**src/rtl/box_filter_sched.sv**
```systemverilog
// Moving-average engine time-shared between N_CH sample streams by a round-robin arbiter,
// with a per-channel clear sequencer that zeroes one window an entry per cycle.
module box_filter_sched #(
    parameter int unsigned N_CH        = 4,
    parameter int unsigned FILTER_SIZE = 4,
    parameter int unsigned DATA_W      = 32
) (
    input  logic                       clk,
    input  logic                       rst,
    input  logic [N_CH-1:0]            req_valid,
    input  logic [N_CH*DATA_W-1:0]     req_data,
    output logic [N_CH-1:0]            req_ready,
    output logic                       out_valid,
    output logic [$clog2(N_CH)-1:0]    out_ch,
    output logic [DATA_W-1:0]          out_data,
    input  logic                       out_ready,
    input  logic                       clr_valid,
    input  logic [$clog2(N_CH)-1:0]    clr_ch,
    output logic                       clr_ready,
    output logic                       clr_done
);

    localparam int unsigned CH_W    = $clog2(N_CH);
    localparam int unsigned LOG2_FS = $clog2(FILTER_SIZE);
    localparam int unsigned SUM_W   = DATA_W + LOG2_FS;
    localparam logic [LOG2_FS-1:0] LAST_IDX = LOG2_FS'(FILTER_SIZE - 1);

    typedef enum logic {
        RUN   = 1'b0,
        CLEAR = 1'b1
    } state_e;

    state_e              state_q, state_d;
    logic [LOG2_FS-1:0]  clr_cnt_q, clr_cnt_d;
    logic [CH_W-1:0]     clr_ch_q, clr_ch_d;
    logic                clr_done_q, clr_done_d;

    logic [DATA_W-1:0]   hist_q [N_CH][FILTER_SIZE];
    logic [SUM_W-1:0]    sum_q  [N_CH];
    logic [LOG2_FS-1:0]  wp_q   [N_CH];
    logic [CH_W-1:0]     rr_q;
    logic                out_valid_q;
    logic [CH_W-1:0]     out_ch_q;
    logic [DATA_W-1:0]   out_data_q;

    logic                grant_found;
    logic [CH_W-1:0]     grant_ch;
    int unsigned         idx;
    logic                slot_free;
    logic                accept;
    logic [DATA_W-1:0]   x_sel;
    logic [DATA_W-1:0]   old_sel;
    logic [SUM_W-1:0]    new_sum;

    // Round-robin search: first valid channel at or after rr_q, wrapping.
    always_comb begin
        grant_found = 1'b0;
        grant_ch    = '0;
        idx         = 0;
        for (int unsigned k = 0; k < N_CH; k++) begin
            idx = 32'(rr_q) + k;
            if (idx >= N_CH) idx = idx - N_CH;
            if (!grant_found && req_valid[CH_W'(idx)]) begin
                grant_found = 1'b1;
                grant_ch    = CH_W'(idx);
            end
        end
    end

    assign slot_free = !out_valid_q || out_ready;
    assign accept    = grant_found && (state_q == RUN) && !clr_valid && slot_free;
    assign req_ready = accept ? (N_CH'(1) << grant_ch) : '0;
    assign clr_ready = (state_q == RUN);

    assign x_sel   = req_data[32'(grant_ch) * DATA_W +: DATA_W];
    assign old_sel = hist_q[grant_ch][wp_q[grant_ch]];
    assign new_sum = sum_q[grant_ch] + SUM_W'(x_sel) - SUM_W'(old_sel);

    always_comb begin
        state_d    = state_q;
        clr_cnt_d  = clr_cnt_q;
        clr_ch_d   = clr_ch_q;
        clr_done_d = 1'b0;
        case (state_q)
            RUN: begin
                if (clr_valid) begin
                    state_d   = CLEAR;
                    clr_cnt_d = '0;
                    clr_ch_d  = clr_ch;
                end
            end
            CLEAR: begin
                if (clr_cnt_q == LAST_IDX) state_d = RUN;
                else clr_cnt_d = LOG2_FS'(clr_cnt_q + 1'b1);
            end
            default: state_d = RUN;
        endcase
        // Registered pulse lands in the final CLEAR cycle.
        clr_done_d = (state_d == CLEAR) && (clr_cnt_d == LAST_IDX);
    end

    always_ff @(posedge clk) begin
        if (rst) begin
            state_q    <= RUN;
            clr_cnt_q  <= '0;
            clr_ch_q   <= '0;
            clr_done_q <= 1'b0;
        end else begin
            state_q    <= state_d;
            clr_cnt_q  <= clr_cnt_d;
            clr_ch_q   <= clr_ch_d;
            clr_done_q <= clr_done_d;
        end
    end

    always_ff @(posedge clk) begin
        if (rst) begin
            for (int unsigned c = 0; c < N_CH; c++) begin
                for (int unsigned e = 0; e < FILTER_SIZE; e++) hist_q[c][e] <= '0;
                sum_q[c] <= '0;
                wp_q[c]  <= '0;
            end
            rr_q        <= '0;
            out_valid_q <= 1'b0;
            out_ch_q    <= '0;
            out_data_q  <= '0;
        end else begin
            if (accept) begin
                hist_q[grant_ch][wp_q[grant_ch]] <= x_sel;
                wp_q[grant_ch]  <= LOG2_FS'(wp_q[grant_ch] + 1'b1);
                sum_q[grant_ch] <= new_sum;
                rr_q        <= (32'(grant_ch) == N_CH - 1) ? '0 : CH_W'(grant_ch + 1'b1);
                out_valid_q <= 1'b1;
                out_ch_q    <= grant_ch;
                out_data_q  <= DATA_W'(new_sum >> LOG2_FS);
            end else if (out_ready) begin
                out_valid_q <= 1'b0;
            end
            // Accepts are blocked in CLEAR, so these writes never collide with a sample update.
            if (state_q == CLEAR) begin
                hist_q[clr_ch_q][clr_cnt_q] <= '0;
                if (clr_cnt_q == '0) begin
                    sum_q[clr_ch_q] <= '0;
                    wp_q[clr_ch_q]  <= '0;
                end
            end
        end
    end

    assign out_valid = out_valid_q;
    assign out_ch    = out_ch_q;
    assign out_data  = out_data_q;
    assign clr_done  = clr_done_q;

endmodule

```
**config.mk**
```make
export PLATFORM = sky130hd
export DESIGN_NAME = box_filter_sched
export DESIGN_NICKNAME = d
export VERILOG_FILES = /design/src/rtl/box_filter_sched.sv
export SDC_FILE = /design/constraint.sdc
export NUM_CORES = 1
export LEC_CHECK = 0
export CAP_MARGIN = 20
export CORE_ASPECT_RATIO = 1.4
export CORE_UTILIZATION = 55
export DETAILED_ROUTE_END_ITERATION = 10
export GPL_ROUTABILITY_DRIVEN = 0
export GPL_TIMING_DRIVEN = 0
export PLACE_DENSITY = 0.74
export SLEW_MARGIN = 20
export SYNTH_ARGS = -nofsm -noshare
export SYNTH_HDL_FRONTEND = slang
export SYNTH_SLANG_ARGS = --single-unit
```
**constraint.sdc**
```tcl
create_clock -name clk -period 7 [get_ports clk]
set_input_delay 1.4 -clock clk [delete_from_list [all_inputs] [get_ports clk]]
set_output_delay 1.4 -clock clk [all_outputs]
set_load 0.05 [all_outputs]
```
======== After elaboration in Yosys (flattened, before gate mapping) ========
Memory sizes are Yosys's and may differ from the RTL's.
Index checks and enable logic that the tools add are counted.
cells by class
  add/subtract/negate cells ............... 12
  muxes and demuxes ....................... 68
  reduce and logical (&&, ||, !) cells .... 24
  order comparisons ....................... 12
  equal/unequal tests ..................... 3
  shift-type cells ........................ 2
  bitwise logic cells ..................... 3
operator list
  operator                                                   count
  two-way mux 128 bit                                        6
  OR reduction 128 bit                                       2
  demux 32 bit (select 2 bit)                                2
  two-way mux 32 bit                                         4
  variable part select 128 x 8 -> 32 bit                     1
  two-way mux 34 bit                                         2
  OR reduction 34 bit                                        2
  binary-select mux 32 bit (select 2 bit)                    1
  two-way mux 2 bit                                          19
  adder 34 x 32 -> 34 bit                                    1
  subtractor 34 x 32 -> 34 bit                               1
  two-way mux 1 bit                                          27
  greater-or-equal comparator 3 bit (second input constant)  5
  < comparator 2 x 3 -> 1 bit (second input constant)        4
  logical AND 1 bit                                          9
  binary-select mux 1 bit (select 2 bit)                     4
  subtractor 2 x 1 -> 2 bit (second input constant)          4
  adder 2 x 1 -> 2 bit (second input constant)               3
  adder 2 x 2 -> 3 bit (second input constant)               2
  equality test 2 bit (second input constant)                3
  < comparator 3 x 1 -> 1 bit (second input constant)        2
  NOT 2 -> 3 bit                                             2
  zero test 1 bit                                            5
  two-way mux 4 bit                                          1
  11 further kinds                                           12
storage, ports and cells
  register bits ........................... 43
  RAM bits ................................ 656
  input bits .............................. 138
  memories ................................ 3
memories
  memory  depth  width  rd ports  clocked after memory_dff  write ports  RTL line  RTL
  hist_q  4      128    1         0                         4            38        logic [DATA_W-1:0] hist_q [N_CH][FILTER_SIZE];
  sum_q   4      34     1         0                         4            39        logic [SUM_W-1:0] sum_q [N_CH];
  wp_q    4      2      1         0                         4            40        logic [LOG2_FS-1:0] wp_q [N_CH];

======== Logic depth before layout (Yosys ltp) ========
Gate-level depths: netlist of the first run.
An unclocked memory read counts as a cell.
  depth after elaboration ................. 24
  depth in mapped cells ................... 25
  gate-level depth less buffers ........... 19

======== Worst setup path before layout of the first run ========
OpenSTA, ideal clock, no wires.
  kind .................................... input to register
  start ................................... input req_valid[1]
  end ..................................... memory sum_q[0][26] in the netlist's numbering, data pin
  path slack .............................. 0.372 ns
  buffers on the path ..................... 5
  cell stages on the path ................. 23
  arrival ................................. 6.363 ns
  library setup time ...................... 0.265 ns
  cell sequence ........................... buf_2 -> nor2_1 -> or4_1 -> buf_2 -> and2_4 -> buf_6 -> clkinv_8 -> buf_12 -> mux2i_1 -> mux2_4 -> inv_1 -> buf_2 -> o41ai_1 -> fa_1 -> inv_1 -> ha_1 -> a21o_1 -> a221oi_1 -> a211oi_1 -> a211oi_1 -> mux2_2 -> nor2_1 -> nor2_1
RTL lines
  item         RTL line  RTL
  from (decl)  10        input logic [N_CH-1:0] req_valid,
  to (decl)    39

==> results.tsv, run 1 <==
metric	value	unit
dieArea	61500	um2
tns	0	ns
skew	0.0411	ns
tritoncts	done	
critPathMaxFanout	11	
final_area	39900	um2
syn_nets	3140	
drc	0	
routed_via_density	6.42	
path_clk_slew	0.06	ns
power	14700	uW
clock_sinks	699	
grt_pass1_wl	157	mm
hold_violations	0	
yosysTopAreaCell	edfxtp_1	
postSynthCellCount	2928	
row_count	106	
synth_seq_area_share	0.618	
path_class	input port to flip-flop	
yosysWarnings	0	
maxSlewHeadroom	0.201	
dp_slack	-2.32	ns
dr.pass1.iters	6	
yosysMostFrequentCell	nor2_1	
ys_async_sr_fraction	0	
final_cells	4014	
hpwl	78.0	mm
power_density	370	nW/um2
setup-violations-final	0	
grt_pass1_vias	26400	
totalWireLength	108	mm
grt_use_total	0.347	
clk_path_buf_depth	3	
synthTopCellsByArea	edfxtp_1, nor2_1, mux2i_1	
fin_ws	0.0180	ns
critPathCaptureType	flip-flop	
cts-buffers-inserted	60	
die_h	293	um
ir_drop	0.308	mV
fin_nets	3417	
p_leak	0.0149	uW
place_inst	3880	
crit_arrival	7.34	ns
min_period_over_period	0.997	
crit_family	buffers and inverters	
final_antenna_net_count	0	
slew_viol_final	0	
status	completed	
port_buffers	176	
drt-initial-drc-count	3485	
grt_max_degree	25	
coreArea	59700	um2
area_growth	19.9	%
clk_latency	0.66	ns
h-tree-depth	2	
cp.required	7.36	ns
ys_ff_latch	699	
root_buffer	clkbuf_16	
yosys-top-cells-count	nor2_1, edfxtp_1, nand2_1, mux2i_1, clkbuf_1	
grt_overflow	0	
die_w	210	um
wl_per_cell	26.8	um
cp_num_buf_inv	11	
hold_path_class	flip-flop to flip-flop	
synth_top_area_share	0.592	
fmaxAchievable	143	MHz
syn-cell-area	33300	um2
antenna_found_initial	1	
avgSynthCellArea	11.4	um2
period_needed	6.98	ns
placed_area	36500	um2
critPathSlowestCell	or4_1	
synthFlopType	edfxtp_1	
max_stage_delay	0.53	ns
drive_above_1_share	0.115	
cap_viol_max_count	0	
start_util	0.557	
synth-edff-count	656	
synthDistinctLibCells	67	
cp-start-kind	input port	
ios	179	
num_vias	25800	
worst_slew_pin_slew	1.20	ns
-- cells in the final DEF, fill, tap and decap left out, drive strengths merged, types with 46 or more instances in the layout --
| master | netlist | final |
|---|---|---|
| a21oi | 46 | 46 |
| buf | 79 | 120 |
| clkbuf | 157 | 224 |
| clkdlybuf4s50 | 0 | 173 |
| edfxtp | 656 | 656 |
| inv | 76 | 77 |
| mux2i | 177 | 177 |
| nand2 | 361 | 361 |
| nor2 | 664 | 664 |
| o21ai | 57 | 57 |
| o221ai | 55 | 55 |
| o22ai | 101 | 101 |
-- per-layer routing --
layer / GRT usage / vias up / share of wire
met1: 0.369 / 12400 / 0.32
li1: - / 11000 / -
met2: 0.614 / 1833 / 0.50
met4: 0.241 / 0 / 0.080
met3: 0.0739 / 537 / 0.098
met5: 0 / - / 0
-- what timing repair did --
| item | in CTS | in global routing |
|---|---|---|
| resized for setup | 105 | 66 |
| buffers inserted | 16 | 8 |
| setup endpoints to repair | 128 | 100 |
| pin swaps | 18 | 27 |
| hold buffers | 0 | 0 |
| endpoints found under the hold margin | 0 | 0 |
| gates cloned | 1 | 1 |
-- through the flow --
step                hold slack, ns   util
floorplan                    0.480      -
global placement             0.432  0.602
detailed placement           0.442  0.611
CTS                          0.453  0.661
global route                 0.466  0.668
finish                       0.452  0.668
-- area by class of cell --
class                           instances  area (um2)
Multi-Input combinational cell       1917       12300
Sequential cell                       699       20600
Fill cell                            4257       19800
Inverter                               77         305
Antenna cell                            2        5.00
Buffer                                229        1080
Clock buffer                           71        1600
Timing Repair Buffer                  221        2470
Tap cell                              756         946
Clock inverter                         42         619
-- cells by family (layout without fill, tap and decap cells) --
kind of cell,after synthesis,in the layout,synth area share
AND/OR/NAND/NOR,1179,1179,0.144
adder cells (fa/ha/maj),74,74,0.0351
other,0,2,0
buffers and inverters,313,640,0.0405
XOR/XNOR,25,25,0.00659
AO/OA/AOI/OAI,439,439,0.0949
multiplexers,199,200,0.0608
flip-flops,699,699,0.618
-- report_power, final --
group          internal, uW  leakage (uW)  switching [uW]
sequential             4950       0.00714             128
combinational          2110       0.00670            3790
clock                  2160       0.00109            1590
-- worst paths after layout --
path                            slack (ns)           end  depth (start not counted)    startpoint
worst max-delay path                  0.02  sum_q[2][29]                         26  req_valid[2]
worst min-delay path                  0.45   out_data[8]                          2   out_data[8]
worst max register to register        0.74  sum_q[2][29]                         25       rr_q[0]
worst min register to register        0.45   out_data[8]                          2   out_data[8]
-- worst min-delay path, stage by stage, from the launching register on --
cell and delay [ns]:
dfxtp_1 0.31, nand2_1 0.05, nand2_1 0.04
-- sequential cells by signal (all words and copies together) (netlist names) --
name / flops
sum_q: 136
hist_q: 512
rr_q: 2
clr_ch_q: 2
out_data: 32
wp_q: 8
state_q: 1
out_ch: 2
out_valid: 1
clr_cnt_q: 2
clr_done: 1
Note: power is estimated with default switching activity, not from simulation.
==> run 2: changes to the inputs <==
--- a/config.mk
+++ b/config.mk
@@ -9,7 +9,6 @@
 export CORE_ASPECT_RATIO = 1.4
 export CORE_UTILIZATION = 55
 export DETAILED_ROUTE_END_ITERATION = 10
-export GPL_ROUTABILITY_DRIVEN = 0
 export GPL_TIMING_DRIVEN = 0
 export PLACE_DENSITY = 0.74
 export SLEW_MARGIN = 20
==> results.tsv, run 2 (synthesis gave the netlist of run 1 again) <==
metric	value	unit	change
slew_viol_final	0		unchanged
routed_via_density	6.45		+0.43%
path_class	input port to flip-flop		
coreArea	59700	um2	unchanged
final_cell_mix	nor2_1, edfxtp_1, nand2_1		
grt_pass1_vias	26300		-0.42%
holdWs	0.445	ns	-0.00701 ns
totalWireLength	109	mm	+1.6%
largest_register	hist_q		
ir_drop	0.305	mV	-0.96%
root_buffer	clkbuf_16		
placed_area	36500	um2	about the same
routabilityCongestion	0.952		
critPathMaxFanout	10		-1
maxSlewHeadroom	0.208		+0.00781
dr.pass1.iters	9		+3
fmaxAchievable	144	MHz	+0.85%
grt_use_total	0.357		+0.00933
min_period_over_period	0.989		-0.00837
die_w	210	um	unchanged
drive_above_1_share	0.113		-0.00171
critPathSlowestCell	o41ai_4		
skew	0.0244	ns	-0.0167 ns
drc	0		unchanged
port_buffers	176		unchanged
clock_sinks	699		unchanged
clk_latency	0.64	ns	-0.02 ns
critPathCaptureType	flip-flop		
cp-start-kind	input port		
path_clk_slew	0.06	ns	about the same
ios	179		unchanged
setup-violations-final	0		unchanged
status	completed		
die_h	293	um	unchanged
grt_max_degree	26		+4.0%
dp_slack	-2.27	ns	+0.0484 ns
h-tree-depth	3		+1
cp.required	7.36	ns	about the same
fin_nets	3421		+0.12%
dieArea	61500	um2	unchanged
drt-initial-drc-count	3240		-7.0%
cts-buffers-inserted	66		+10%
start_util	0.557		unchanged
fin_ws	0.0766	ns	+0.0586 ns
cts_hold_buf	0		unchanged
tritoncts	done		
largest_register_ff_count	512		unchanged
cap_viol_max_count	0		unchanged
row_count	106		unchanged
final_area	39700	um2	-0.30%
crit_arrival	7.28	ns	-0.06 ns
hpwl	79.1	mm	+1.4%
grt_pass1_wl	160	mm	+1.9%
final_antenna_net_count	0		unchanged
num_vias	25900		+0.51%
grt_overflow	0		unchanged
area_growth	19.5	%	
hold_violations	0		unchanged
tns	0	ns	unchanged
p_leak	0.0149	uW	-0.14%
antenna_found_initial	1		unchanged
power_density	366	nW/um2	-0.84%
period_needed	6.92	ns	-0.0586 ns
clk_path_buf_depth	3		unchanged
critical_path.cell_chain	dlygate4sd2_1, nor2b_1, o22a_1, o22ai_1, and2_1, clkbuf_1, nand2_1, clkbuf_1, o22ai_1, o41ai_4, fa_1, inv_1, ha_1, a21oi_1, o21a_1, o311ai_4, a211oi_4, mux2_4, nor2_4, nor2_1		
max_stage_delay	0.58	ns	+0.05 ns
wl_per_cell	27.2	um	+1.5%
layout_commonest_cell	nor2_1		
antenna_cells	0		-2
final_util	0.666		-0.00203
hold_path_class	flip-flop to flip-flop		
worst_slew_pin_slew	1.19	ns	-0.0117 ns
## run 2: worst max-delay path: cells and delay by family
kind	cells	cell delay, ns
AO/OA/AOI/OAI	8	2.25
buffers and inverters	4	1.34
AND/OR/NAND/NOR	5	1.11
adder cells (fa/ha/maj)	2	0.80
multiplexers	1	0.36
## run 2: cell type report
type,instances,area [um2]
Tap cell,756,946
Multi-Input combinational cell,1916,12200
Fill cell,4321,19900
Timing Repair Buffer,219,2410
Clock inverter,43,442
Inverter,77,305
Clock buffer,77,1790
Buffer,230,1070
Sequential cell,699,20600
## run 2: repair_timing
action | CTS | global route
resized for setup | 128 | 34
buffers inserted | 13 | 9
setup endpoints to repair | 136 | 96
pin swaps | 24 | 15
## run 2: per-stage QoR
step           instances  total power (uW)
2_1_floorplan       2928              8260
3_3_place_gp        3860              9820
3_5_place_dp        3880              9940
4_1_cts             4008             14200
5_1_grt             4017             15000
6_report            4017             14600
## run 2: metal layers
metal  routed length (um)  up-vias  part of all wire  track usage
met5                    9        -          0.000082            0
met4                 8000        2             0.073        0.231
met1                34500    12500              0.31        0.383
li1                     -    11000                 -            -
met2                56200     1840              0.51        0.637
met3                10800      541             0.098       0.0723
## run 2: worst paths after layout
check             cells past startpoint         start  slack (ns)           end
setup / recovery                     20  req_valid[0]        0.08  sum_q[2][26]
hold / removal                        2  out_data[10]        0.44  out_data[10]
setup reg to reg                     24       rr_q[0]        0.83  sum_q[2][26]
hold reg to reg                       2  out_data[10]        0.44  out_data[10]
## run 2: power breakdown
group	internal, uW	leakage (uW)	switching (uW)
Combinational	1990	0.00666	3740
Clock	2110	0.00110	1650
Sequential	4950	0.00714	127
Total	9050	0.0149	5510
